File: config.mk
export PLATFORM = sky130hd
export DESIGN_NAME = noise_channel_ctrl
export DESIGN_NICKNAME = d
export VERILOG_FILES = /design/src/rtl/gba_sound_pkg.sv /design/src/rtl/volume_envelope.sv /design/src/rtl/noise_channel_ctrl.sv
export SDC_FILE = /design/constraint.sdc
export NUM_CORES = 1
export LEC_CHECK = 0
export BUFFER_PORTS_ARGS = -buffer_cell sky130_fd_sc_hd__buf_4
export CAP_MARGIN = 30
export CORE_ASPECT_RATIO = 0.6
export CORE_MARGIN = 4
export CORE_UTILIZATION = 30
export CTS_CLUSTER_DIAMETER = 50
export DETAILED_ROUTE_END_ITERATION = 6
export PLACE_DENSITY_LB_ADDON = 0.2
export SLEW_MARGIN = 0
export SYNTH_ARGS = -nofsm -noshare
export SYNTH_HDL_FRONTEND = slang
export SYNTH_HIERARCHICAL = 1
export SYNTH_SLANG_ARGS = --single-unit
export TNS_END_PERCENT = 50
File: constraint.sdc
create_clock -name system_clock -period 2.1 [get_ports system_clock]
set_input_delay 0.21 -clock system_clock [delete_from_list [all_inputs] [get_ports system_clock]]
set_output_delay 0.21 -clock system_clock [all_outputs]
set_load 0.005 [all_outputs]
File: src/rtl/gba_sound_pkg.sv
// Shared types and constants for the noise channel control block.
package gba_sound_pkg;

    typedef enum logic [1:0] {
        AddrNr41 = 2'd0,
        AddrNr42 = 2'd1,
        AddrNr43 = 2'd2,
        AddrNr44 = 2'd3
    } reg_addr_e;

    typedef enum logic {
        StOff = 1'b0,
        StOn  = 1'b1
    } chan_state_e;

    localparam logic [6:0] LENGTH_MAX      = 7'd64;
    localparam logic [3:0] ENV_ZERO_PERIOD = 4'd8;

    // The DAC is powered whenever initial volume or direction is non-zero.
    function automatic logic dac_enabled(input logic [7:0] nr42);
        return nr42[7:3] != 5'd0;
    endfunction

endpackage

File: src/rtl/volume_envelope.sv
// Volume envelope: holds the channel volume and steps it on envelope ticks with saturation.
module volume_envelope
    import gba_sound_pkg::*;
(
    input  logic       clk_i,
    input  logic       rst_ni,
    input  logic       trigger_i,
    input  logic       env_tick_i,
    input  logic [7:0] nr42_i,
    output logic [3:0] volume_o
);

    logic [3:0] volume_q, volume_d;
    logic [3:0] env_timer_q, env_timer_d;
    logic [2:0] period;
    logic       dir_up;

    assign period   = nr42_i[2:0];
    assign dir_up   = nr42_i[3];
    assign volume_o = volume_q;

    always_comb begin
        volume_d    = volume_q;
        env_timer_d = env_timer_q;
        if (trigger_i) begin
            volume_d    = nr42_i[7:4];
            env_timer_d = (period == 3'd0) ? ENV_ZERO_PERIOD : {1'b0, period};
        end else if (env_tick_i && period != 3'd0) begin
            // A timer left at 0 (period changed after trigger) behaves like an expiry.
            if (env_timer_q <= 4'd1) begin
                env_timer_d = {1'b0, period};
                if (dir_up && volume_q != 4'hF) begin
                    volume_d = volume_q + 4'd1;
                end else if (!dir_up && volume_q != 4'h0) begin
                    volume_d = volume_q - 4'd1;
                end
            end else begin
                env_timer_d = env_timer_q - 4'd1;
            end
        end
    end

    always_ff @(posedge clk_i) begin
        if (!rst_ni) begin
            volume_q    <= 4'd0;
            env_timer_q <= 4'd0;
        end else begin
            volume_q    <= volume_d;
            env_timer_q <= env_timer_d;
        end
    end

endmodule

File: src/rtl/noise_channel_ctrl.sv
// Noise channel control: CPU registers, length counter, on/off FSM and sample output stage.
module noise_channel_ctrl
    import gba_sound_pkg::*;
(
    input  logic       system_clock,
    input  logic       reset_n,
    input  logic       reg_we,
    input  logic [1:0] reg_addr,
    input  logic [7:0] reg_wdata,
    output logic [7:0] reg_rdata,
    input  logic       length_tick,
    input  logic       envelope_tick,
    input  logic       wave,
    output logic [7:0] NR43,
    output logic       lfsr_restart,
    output logic [3:0] sample,
    output logic       channel_on
);

    reg_addr_e   addr;
    logic        wr_nr41, wr_nr42, wr_nr43, wr_nr44, trigger;
    logic        length_en_eff, length_expire;
    logic [3:0]  volume;

    logic [7:0]  nr42_q, nr42_d;
    logic [7:0]  nr43_q, nr43_d;
    logic        length_en_q, length_en_d;
    logic [6:0]  length_ctr_q, length_ctr_d;
    chan_state_e state_q, state_d;
    logic        lfsr_restart_q, lfsr_restart_d;
    logic [3:0]  sample_q, sample_d;

    assign addr    = reg_addr_e'(reg_addr);
    assign wr_nr41 = reg_we && (addr == AddrNr41);
    assign wr_nr42 = reg_we && (addr == AddrNr42);
    assign wr_nr43 = reg_we && (addr == AddrNr43);
    assign wr_nr44 = reg_we && (addr == AddrNr44);
    assign trigger = wr_nr44 && reg_wdata[7];

    // A length tick on the same edge as an NR44 write sees the new enable.
    assign length_en_eff = wr_nr44 ? reg_wdata[6] : length_en_q;

    always_comb begin
        nr42_d         = nr42_q;
        nr43_d         = nr43_q;
        length_en_d    = length_en_q;
        length_ctr_d   = length_ctr_q;
        length_expire  = 1'b0;
        state_d        = state_q;
        lfsr_restart_d = trigger;
        sample_d       = (state_q == StOn && wave) ? volume : 4'd0;

        if (wr_nr42) nr42_d = reg_wdata;
        if (wr_nr43) nr43_d = reg_wdata;
        if (wr_nr44) length_en_d = reg_wdata[6];

        if (wr_nr41) begin
            length_ctr_d = LENGTH_MAX - {1'b0, reg_wdata[5:0]};
        end else if (trigger) begin
            if (length_ctr_q == 7'd0) length_ctr_d = LENGTH_MAX;
        end else if (length_tick && length_en_eff && length_ctr_q != 7'd0) begin
            length_ctr_d  = length_ctr_q - 7'd1;
            length_expire = (length_ctr_q == 7'd1);
        end

        unique case (state_q)
            StOff: begin
                if (trigger && dac_enabled(nr42_q)) state_d = StOn;
            end
            StOn: begin
                if (trigger) begin
                    state_d = dac_enabled(nr42_q) ? StOn : StOff;
                end else if ((wr_nr42 && !dac_enabled(reg_wdata)) || length_expire) begin
                    state_d = StOff;
                end
            end
        endcase
    end

    always_ff @(posedge system_clock) begin
        if (!reset_n) begin
            nr42_q         <= 8'd0;
            nr43_q         <= 8'd0;
            length_en_q    <= 1'b0;
            length_ctr_q   <= 7'd0;
            state_q        <= StOff;
            lfsr_restart_q <= 1'b0;
            sample_q       <= 4'd0;
        end else begin
            nr42_q         <= nr42_d;
            nr43_q         <= nr43_d;
            length_en_q    <= length_en_d;
            length_ctr_q   <= length_ctr_d;
            state_q        <= state_d;
            lfsr_restart_q <= lfsr_restart_d;
            sample_q       <= sample_d;
        end
    end

    volume_envelope u_volume_envelope (
        .clk_i      (system_clock),
        .rst_ni     (reset_n),
        .trigger_i  (trigger),
        .env_tick_i (envelope_tick && !trigger),
        .nr42_i     (nr42_q),
        .volume_o   (volume)
    );

    always_comb begin
        reg_rdata = 8'hFF;
        unique case (addr)
            AddrNr41: reg_rdata = 8'hFF;
            AddrNr42: reg_rdata = nr42_q;
            AddrNr43: reg_rdata = nr43_q;
            AddrNr44: reg_rdata = {1'b1, length_en_q, 6'b111111};
        endcase
    end

    assign NR43         = nr43_q;
    assign lfsr_restart = lfsr_restart_q;
    assign sample       = sample_q;
    assign channel_on   = (state_q == StOn);

endmodule

# Word-level counts from Yosys, hierarchy flattened
# Index checks and enable logic that the tools add are counted.
[op_classes]
add_sub_neg = 5
mul = 0
div = 0
magnitude_cmp = 1
n_eq_ne = 6
n_shift = 0
n_mux = 23
n_bitwise = 1
n_reduce_logical = 33
[ops]
columns = ["op", "n"]
rows = [
  ["4-bit two-way mux", 9],
  ["8-bit one-hot mux with 4 select lines", 1],
  ["7-bit two-way mux", 4],
  ["1-bit logical AND", 14],
  ["5-bit nonzero test", 2],
  ["3-bit nonzero test", 3],
  ["1-bit two-way mux", 8],
  ["4-bit by 1-bit subtractor with 4-bit output (second input constant)", 2],
  ["7-bit by 1-bit equality test with 1-bit output (second input constant)", 1],
  ["7-bit zero test", 1],
  ["7-bit nonzero test", 1],
  ["7-bit by 1-bit subtractor with 7-bit output (second input constant)", 1],
  ["7-bit by 6-bit subtractor with 7-bit output (first input constant)", 1],
  ["4-bit by 1-bit adder with 4-bit output (second input constant)", 1],
  ["2-bit equality test (second input constant)", 2],
  ["4-bit by 1-bit less-or-equal comparator with 1-bit output (second input constant)", 1],
  ["4-bit inequality test (second input constant)", 1],
  ["2-bit AND reduction", 2],
  ["2-bit nonzero test", 2],
  ["4-bit nonzero test", 1],
  ["1-bit zero test", 3],
  ["3-bit zero test", 1],
  ["3-bit by 1-bit inequality test with 1-bit output (second input constant)", 1],
  ["3-bit AND reduction", 1],
  ["5 further kinds", 5],
]
[totals]
register_bits = 38
latch_bits = 0
ram_bits = 0
romBits = 0
input_bits = 16
output_inout_bits = 22
wordCells = 78
memories = 0

# Logic depth before layout (Yosys ltp)
# Gate-level depths: netlist of the first run.
[logic_depth]
depth_word = 12
mapped_depth = 10
mapped_depth_nobuf = 8

# By module
# The synthesis of the first run kept the hierarchy.
[by_module_without_submodules]
columns = ["mod", "n_inst", "cells_each", "area_per_inst_um2", "seq_area_each_um2"]
rows = [
  ["noise_channel_ctrl", 1, 181, 1637.8, 600.6],
  ["volume_envelope", 1, 70, 615.6, 160.2],
]

# Worst setup path after synthesis of the first run
# No wires, ideal clock.
[synth_path]
kind = "register to register"
startpoint = "reg u_volume_envelope.volume_q[1] (netlist: u_volume_envelope/volume_o[1])"
endpoint = "reg u_volume_envelope.volume_q[3] (netlist: u_volume_envelope/volume_o[3])"
setup_time_ns = 0.087
arrival_time_ns = 1.902
t_required_ns = 2.013
setup_slack_ns = 0.111
stages_incl_launch_ff = 9
path_buffers = 0
period_less_slack_ns = 1.989
cell_sequence = "dfxtp_1 > nand3_1 > o21ai_0 > ha_1 > a21o_2 > a21oi_1 > xor2_1 > nor2_1 > o31ai_1"
[synth_between]
elab_chain_len = 6
word_cells_on_any_way = 13
classes_between = "2 x add/sub; 1 x eq/ne; 5 x mux; 5 x reduce/logical"
[synth_rtl]
columns = ["item", "line_no", "rtl"]
rows = [
  ["start, declared", "volume_envelope.sv:13", "logic [3:0] volume_q, volume_d;"],
  ["start signal, assigned", "volume_envelope.sv:48", "volume_q <= volume_d;"],
  ["4-bit by 1-bit subtractor with 4-bit output or 4-bit inequality test (tied branches)", "volume_envelope.sv:35, volume_envelope.sv:32", ""],
  ["4-bit two-way mux or 1-bit logical AND (tied branches)", "volume_envelope.sv:34, volume_envelope.sv:32", ""],
  ["4-bit two-way mux", "volume_envelope.sv:32", "if (dir_up && volume_q != 4'hF) begin"],
  ["4-bit two-way mux", "volume_envelope.sv:30", "if (env_timer_q <= 4'd1) begin"],
  ["4-bit two-way mux", "volume_envelope.sv:28", "end else if (env_tick_i && period != 3'd0) begin"],
  ["4-bit two-way mux", "volume_envelope.sv:25", "if (trigger_i) begin"],
]
# Parallel ways exist; a longest one is shown, timed or not. The select of a mux whose other input is x is not followed.
# A chain may end at the register's enable or synchronous reset.

# Worst setup path in the final report of the first run
[layout_path]
startpoint = "reg u_volume_envelope.volume_q[2] (netlist: u_volume_envelope/volume_o[2])"
endpoint = "reg u_volume_envelope.volume_q[3] (netlist: u_volume_envelope/volume_o[3])"
# Same word-level chain as after synthesis.

==> summary.txt, run 1 <==
Place
  • Global placer's final weighted congestion: 0.847
  • Setup WS pre-CTS: 0.0950 ns
  • Cell total after placement: 391
  • Post-DP HPWL: 4870 um
  • PortBufs: 37
  • Placed Area: 2670 sq um

Drt
  • Avg Vias per Cell: 5.04
  • DRC violations left: 0
  • Starting DRT DRC Count: 104
  • DRT antenna net count: 0
  • Via count: 2011
  • WL final: 6310 um
  • 1st-pass router iterations: 4
  • WL per Instance: 15.8 um

Setup path
  • Crit. End Element: flop
  • Critical path class: reg -> reg
  • Worst setup SP type: flop
  • R2R Path End: u_volume_envelope/volume_o[3]$_SDFFE_PN0P_
  • Worst R2R Start: u_volume_envelope/volume_o[2]$_SDFFE_PN0P_
  • Reg2reg setup slack: 0.23 ns
  • WP data arrival: 2.07 ns
  • FF-to-FF path depth: 8
  • CP endpoint: u_volume_envelope/volume_o[3]$_SDFFE_PN0P_
  • Worst path required time: 2.30 ns
  • Maximum fanout along the worst path: 5
  • CP Launch Point: u_volume_envelope/volume_o[2]$_SDFFE_PN0P_

Pwr
  • Peak VDD IR: 0.240 mV
  • Static leakage: 1.22 nW
  • Pwr Density: 690 nW/um^2
  • Overall power: 1.95 mW

Floorplan
  • Die Wd: 120 um
  • Initial Util: 31.0%
  • CORE AREA: 7270 sq um
  • IO Count: 38
  • Die area: 9010 sq um
  • FP Rows: 24
  • Die height: 75.1 um

Final layout
  • Commonest cells after routing, fill and taps aside: 48 x buf_4, 38 x dfxtp_1, 21 x nor2b_1, 17 x mux2i_1, 16 x nor2_1
  • Syn-to-layout area delta: 25.5%
  • Final #Nets: 319
  • # fillers: 754
  • Non-filler cells, final: 399
  • Design Area, Final: 2830 sq um
  • Most common cell after layout, fill and taps aside: buf_4
  • Final Util: 38.9%
  • ANT cells: 0
  • Layout cells sized above 1: 24.1%

STA
  • Final Hold Fails: 0
  • Period utilization: 88.9%
  • RSZ-0062 raised after global routing: no
  • Final max-slew violation count: 0
  • Fin Setup TNS: 0 ns
  • Finish-stage setup viols: 0
  • Highest attainable clock frequency: 535 MHz
  • Post-route minimum period: 1.87 ns
  • Worst Hold Slack: 0.222 ns
  • Final setup margin: 0.232 ns
  • Worst slew pin tran: 0.377 ns
  • Skew final: 0.00319 ns
  • Max_slew headroom: 74.9%

GRT
  • Vias in the first global route: 1917
  • Gr usage total: 15.2%
  • Global-route wire length before repair: 10500 um
  • Grt total ovfl: 0
  • Largest net degree at the start of global routing: 39
  • Initial antenna violation count: 0

Synthesis
  • Synthesized cell area: 2250 sq um
  • #FFs+latches synth: 38
  • Mapped Avg Cell Area: 8.98 sq um
  • Seq/Total Area, Yosys: 33.8%
  • Dominant synthesized flop cell: dfxtp_1
  • Post-Synthesis Cells: 251
  • Unique masters post-synth: 59
  • Post-synth EDFFs: 0
  • Syn_nets: 276
  • Ys async rst share: 0%
  • Yosys warns: 6

Clocking
  • Total CTS buffers: 5
  • H-tree lvl count: 2
  • Clock sinks: 38
  • Clk root buf: clkbuf_16
  • Clock latency on the worst-skew pair: 0.29 ns
  • CTS tree: done
  • Clk buf depth: 2
  • CTS clk-pin slew, worst paths: 0.06 ns

Worst hold path
  • Hold path cells: 3
  • Worst hold path type: in -> reg
  • HP Start: reg_wdata[6]

Outcome
  • Status: finished, final reports clean

Job
  • Max_cap viols: 0
==> per-layer routing <==
layer / routed length (um) / up-vias / track usage (%) / share of wire [%]
met1: 3480 / 947 / 23.3 / 55
met2: 2360 / 61 / 19.9 / 37
met4: 67 / 0 / 4.31 / 1.1
li1: - / 995 / - / -
met5: 0 / - / 0 / 0
met3: 404 / 8 / 4.80 / 6.4
==> sequential cells by signal, summed over array words and instances, names as in the netlist <==
register	flops
sample	4
length_ctr_q	7
u_volume_envelope/env_timer_q	4
u_volume_envelope/volume_o	4
channel_on	1
NR43	8
length_en_q	1
nr42_q	8
lfsr_restart	1
==> power breakdown <==
part           switching, mW  internal (mW)
sequential            0.0369          0.752
clock                  0.303          0.471
combinational          0.203          0.185
==> cell families after synthesis <==
group / Yosys count / share of synthesized area, %
and+or+nand+nor: 92 / 23.2
muxes: 19 / 9.05
AOI/OAI and AO/OA: 62 / 20.5
buffers and inverters: 23 / 5.05
DFF: 38 / 33.8
adders and majority gates: 9 / 5.33
xor gates and xnor gates: 8 / 3.11
==> cell type report <==
cell class                 instances  area [sq um]  area share [%]
inverter                          11          41.3            1.46
multi-input combinational        190          1390            49.1
clock buffer                       7           143            5.04
clock inverter                     1          5.00           0.177
sequential                        38           761            26.9
timing repair buffer              48           360            12.7
tap                              104           130            4.60
==> worst min path at each step <==
stage                                                         end  slack, ns
floorplan           u_volume_envelope/env_timer_q[2]$_SDFFE_PN0P_       0.33
global placement                     length_ctr_q[1]$_SDFFE_PN0P_       0.48
detailed placement                   length_ctr_q[1]$_SDFFE_PN0P_       0.49
CTS                                        nr42_q[6]$_SDFFE_PN0P_       0.22
global route                               nr42_q[6]$_SDFFE_PN0P_       0.25
finish                                       NR43[6]$_SDFFE_PN0P_       0.22
==> timing repair <==
| item | 4_1_cts | 5_1_grt |
|---|---|---|
| endpoints found under the setup margin | 0 | 2 |
| hold buffers | 0 | 0 |
| gates resized for setup | 0 | 3 |
| buffers inserted | 0 | 0 |
==> critical path, stage by stage (launching register included) <==
cell     delay (ns)
dfxtp_1        0.42
nand3_2        0.14
o21ai_2        0.17
ha_1           0.25
a21o_2         0.20
a21oi_1        0.17
xor2_1         0.16
nor2_1         0.06
o31ai_1        0.23
==> synth_stat cells (2+ instances only) <==
cell	n	area [sq um]
inv_1	11	41.3
dfxtp_1	38	761
and3_1	4	25.0
nor2b_1	21	131
o21ai_0	11	55.1
nand2b_1	2	12.5
buf_2	4	20.0
nor2_1	16	60.1
xnor2_1	5	43.8
nor3_1	4	20.0
nand2_2	2	12.5
a21o_1	2	15.0
or3_1	2	12.5
nand4_1	2	12.5
o31a_1	2	17.5
a31oi_1	5	31.3
nand2_1	14	52.6
nor3b_1	2	15.0
mux2i_1	17	170
nand3_1	5	25.0
a21oi_1	10	50.1
clkbuf_1	5	18.8
o311a_1	2	20.0
o31ai_1	3	22.5
nor4_1	2	12.5
a21boi_0	2	15.0
o22ai_1	2	12.5
and2_1	6	37.5
or4_1	3	22.5
o22a_1	7	61.3
ha_1	8	100
buf_6	3	33.8
xor2_1	3	26.3
Note: power is estimated with default switching activity, not from simulation.
==> inputs of run 2 (changes only) <==
- RECOVER_POWER: not set -> 100
==> run 2 against run 1 <==
Effect of this change:
- the run now ends with capacitance limit, slew limit left
- clock power barely moved
- sequential power barely moved
- total power fell by 0.78%
- fmax rose by 0.36%
- sequential cell count did not move
- global-route usage did not move
- die area did not move
- combinational power fell by 4%
- critical path depth fell by 2
- critical path type unchanged
- largest cell class unchanged
- largest power group unchanged
- highest routed layer unchanged
==> summary.txt, run 2 (synthesis results as in run 1) <==
Floorplan
  • IO Count: 38
  • Die area: 9010 sq um
  • FP Rows: 24
  • Die height: 75.1 um
  • Die Wd: 120 um
  • CORE AREA: 7270 sq um
  • Initial Util: 31.0%

Pwr
  • Static leakage: 1.18 nW
  • Clk pwr share: 40.0%
  • Flop pwr share: 40.7%
  • Pwr Density: 694 nW/um^2
  • NetSw: 537 uW
  • Sw Share: 27.7%
  • Peak VDD IR: 0.239 mV
  • Comb power frac: 19.3%
  • Int Power: 1.40 mW

Place
  • Global placer's final weighted congestion: 0.847
  • Placed Area: 2670 sq um
  • Post-DP HPWL: 4870 um
  • PortBufs: 37

Clocking
  • Clock latency on the worst-skew pair: 0.29 ns
  • Clk root buf: clkbuf_16
  • Clock sinks: 38
  • Total CTS buffers: 5
  • # hold bufs at CTS: 0
  • Total setup buffers inserted after CTS: 0
  • CTS clk-pin slew, worst paths: 0.06 ns
  • H-tree lvl count: 2
  • CTS tree: done
  • Clk buf depth: 2

STA
  • Fin Setup TNS: 0 ns
  • Post-route minimum period: 1.86 ns
  • Skew final: 0.00321 ns
  • RSZ-0062 raised after global routing: no
  • Finish-stage setup viols: 0
  • Worst slew pin tran: 1.61 ns
  • Final Hold Fails: 0
  • Period utilization: 88.6%
  • Max_slew headroom: -7.33%
  • Highest attainable clock frequency: 537 MHz
  • Final max-slew violation count: 39

Final layout
  • # fillers: 764
  • Layout cells sized above 1: 20.7%
  • Design Area, Final: 2790 sq um
  • Commonest cells after routing, fill and taps aside: 38 x dfxtp_1, 25 x buf_4, 21 x nor2b_1, 19 x clkbuf_4, 17 x mux2i_1
  • Final #Nets: 319
  • Most common cell after layout, fill and taps aside: dfxtp_1
  • ANT cells: 0
  • Syn-to-layout area delta: 23.8%

GRT
  • Largest net degree at the start of global routing: 39
  • Vias in the first global route: 1917
  • Gr usage total: 15.2%
  • Grt total ovfl: 0
  • Initial antenna violation count: 0
  • Global-route wire length before repair: 10500 um

Setup path
  • Slowest CP cell: or4_1
  • Crit path cell chain: buf_4, or4_1, o22ai_1, a211o_1, a21oi_2, o221a_1
  • Critical path class: reg -> reg
  • Worst path required time: 2.28 ns
  • Buffers & Inverters on Critical Path: 1
  • FF-to-FF path depth: 6
  • Maximum fanout along the worst path: 6
  • Worst setup SP type: flop
  • WP data arrival: 2.04 ns
  • Crit. End Element: flop
  • Delay-heaviest family, CP: compound AO/OA/AOI/OAI gates
  • Crit-path max cell delay: 0.50 ns
  • Stages on worst setup path: 6

Drt
  • Starting DRT DRC Count: 78
  • Avg Vias per Cell: 4.96
  • WL per Instance: 15.9 um
  • WL final: 6330 um
  • Via count: 1980
  • 1st-pass router iterations: 4
  • DRT antenna net count: 0
  • DRC violations left: 0

Outcome
  • Failing checks: capacitance limit, slew limit
  • Status: finished, violations left

Job
  • Max_cap viols: 1

Worst hold path
  • Hold path cells: 3
  • Worst hold path type: in -> reg
[run 2: cell count changes in the layout (fill, tap and decap cells not counted), moves of 2 or more]
| cell | before | now |
|---|---|---|
| buf_4 | 48 | 25 |
| clkbuf_4 | 0 | 19 |
| clkbuf_1 | 1 | 5 |
| and2_0 | 0 | 3 |
| and2_1 | 6 | 4 |
[run 2: final timing paths]
path / to / start / slack [ns]
setup / recovery: u_volume_envelope/volume_o[0]$_SDFFE_PN0P_ / u_volume_envelope/volume_o[0]$_SDFFE_PN0P_ / 0.24
hold reg to reg: length_ctr_q[1]$_SDFFE_PN0P_ / length_ctr_q[1]$_SDFFE_PN0P_ / 0.49
hold / removal: NR43[6]$_SDFFE_PN0P_ / reg_wdata[6] / 0.22
setup reg to reg: u_volume_envelope/volume_o[0]$_SDFFE_PN0P_ / u_volume_envelope/volume_o[0]$_SDFFE_PN0P_ / 0.24
[run 2: power groups by stage]
stage	Clock (mW)	Sequential [mW]	Combinational, mW
4_1_cts	0.793	0.788	0.389
5_1_grt	0.827	0.794	0.416
6_report	0.774	0.789	0.373
3_3_place_gp	0	0.803	0.386
3_5_place_dp	0	0.803	0.387
2_1_floorplan	0	0.795	0.259
[run 2: worst reg2reg max path, delay by kind of cell (launching register included)]
kind	cells	cell delay [ns]
flops	1	0.33
buf+inv	1	0.16
compound gates	4	0.75
simple gates	1	0.50
[run 2: routing by layer]
layer,up-vias,share of wire [%],global-route usage [%]
met5,-,0,0
met4,0,0.96,4.31
met3,6,7.2,4.80
met2,61,38,19.9
met1,919,54,23.3
li1,994,-,-
[run 2: through the flow]
step / power (mW) / hold slack (ns) / instances / setup slack, ns / util [%]
after detailed placement: 1.19 / 0.495 / 391 / 0.0950 / 36.8
final: 1.94 / 0.222 / 399 / 0.239 / 38.4
after global placement: 1.19 / 0.485 / 391 / 0.218 / 36.8
after global routing: 2.04 / 0.247 / 399 / 0.0613 / 38.4
after CTS: 1.97 / 0.222 / 399 / 0.0783 / 38.8
after floorplan: 1.05 / 0.332 / 251 / 0.111 / -
[run 2: layout make-up]
type                    instances  area [sq um]  share of cell area, %
multi-input cells             190          1360                   48.9
clock buffers                   7           143                   5.11
flip-flops and latches         38           761                   27.3
well taps                     104           130                   4.67
clock inverters                 1          5.00                  0.179
repair buffers                 48           345                   12.4
inverters                      11          41.3                   1.48
[run 2: repair_timing]
item,4_1_cts,5_1_grt
endpoints found under the hold margin,0,0
endpoints found under the setup margin,0,2
gates resized for setup,0,3
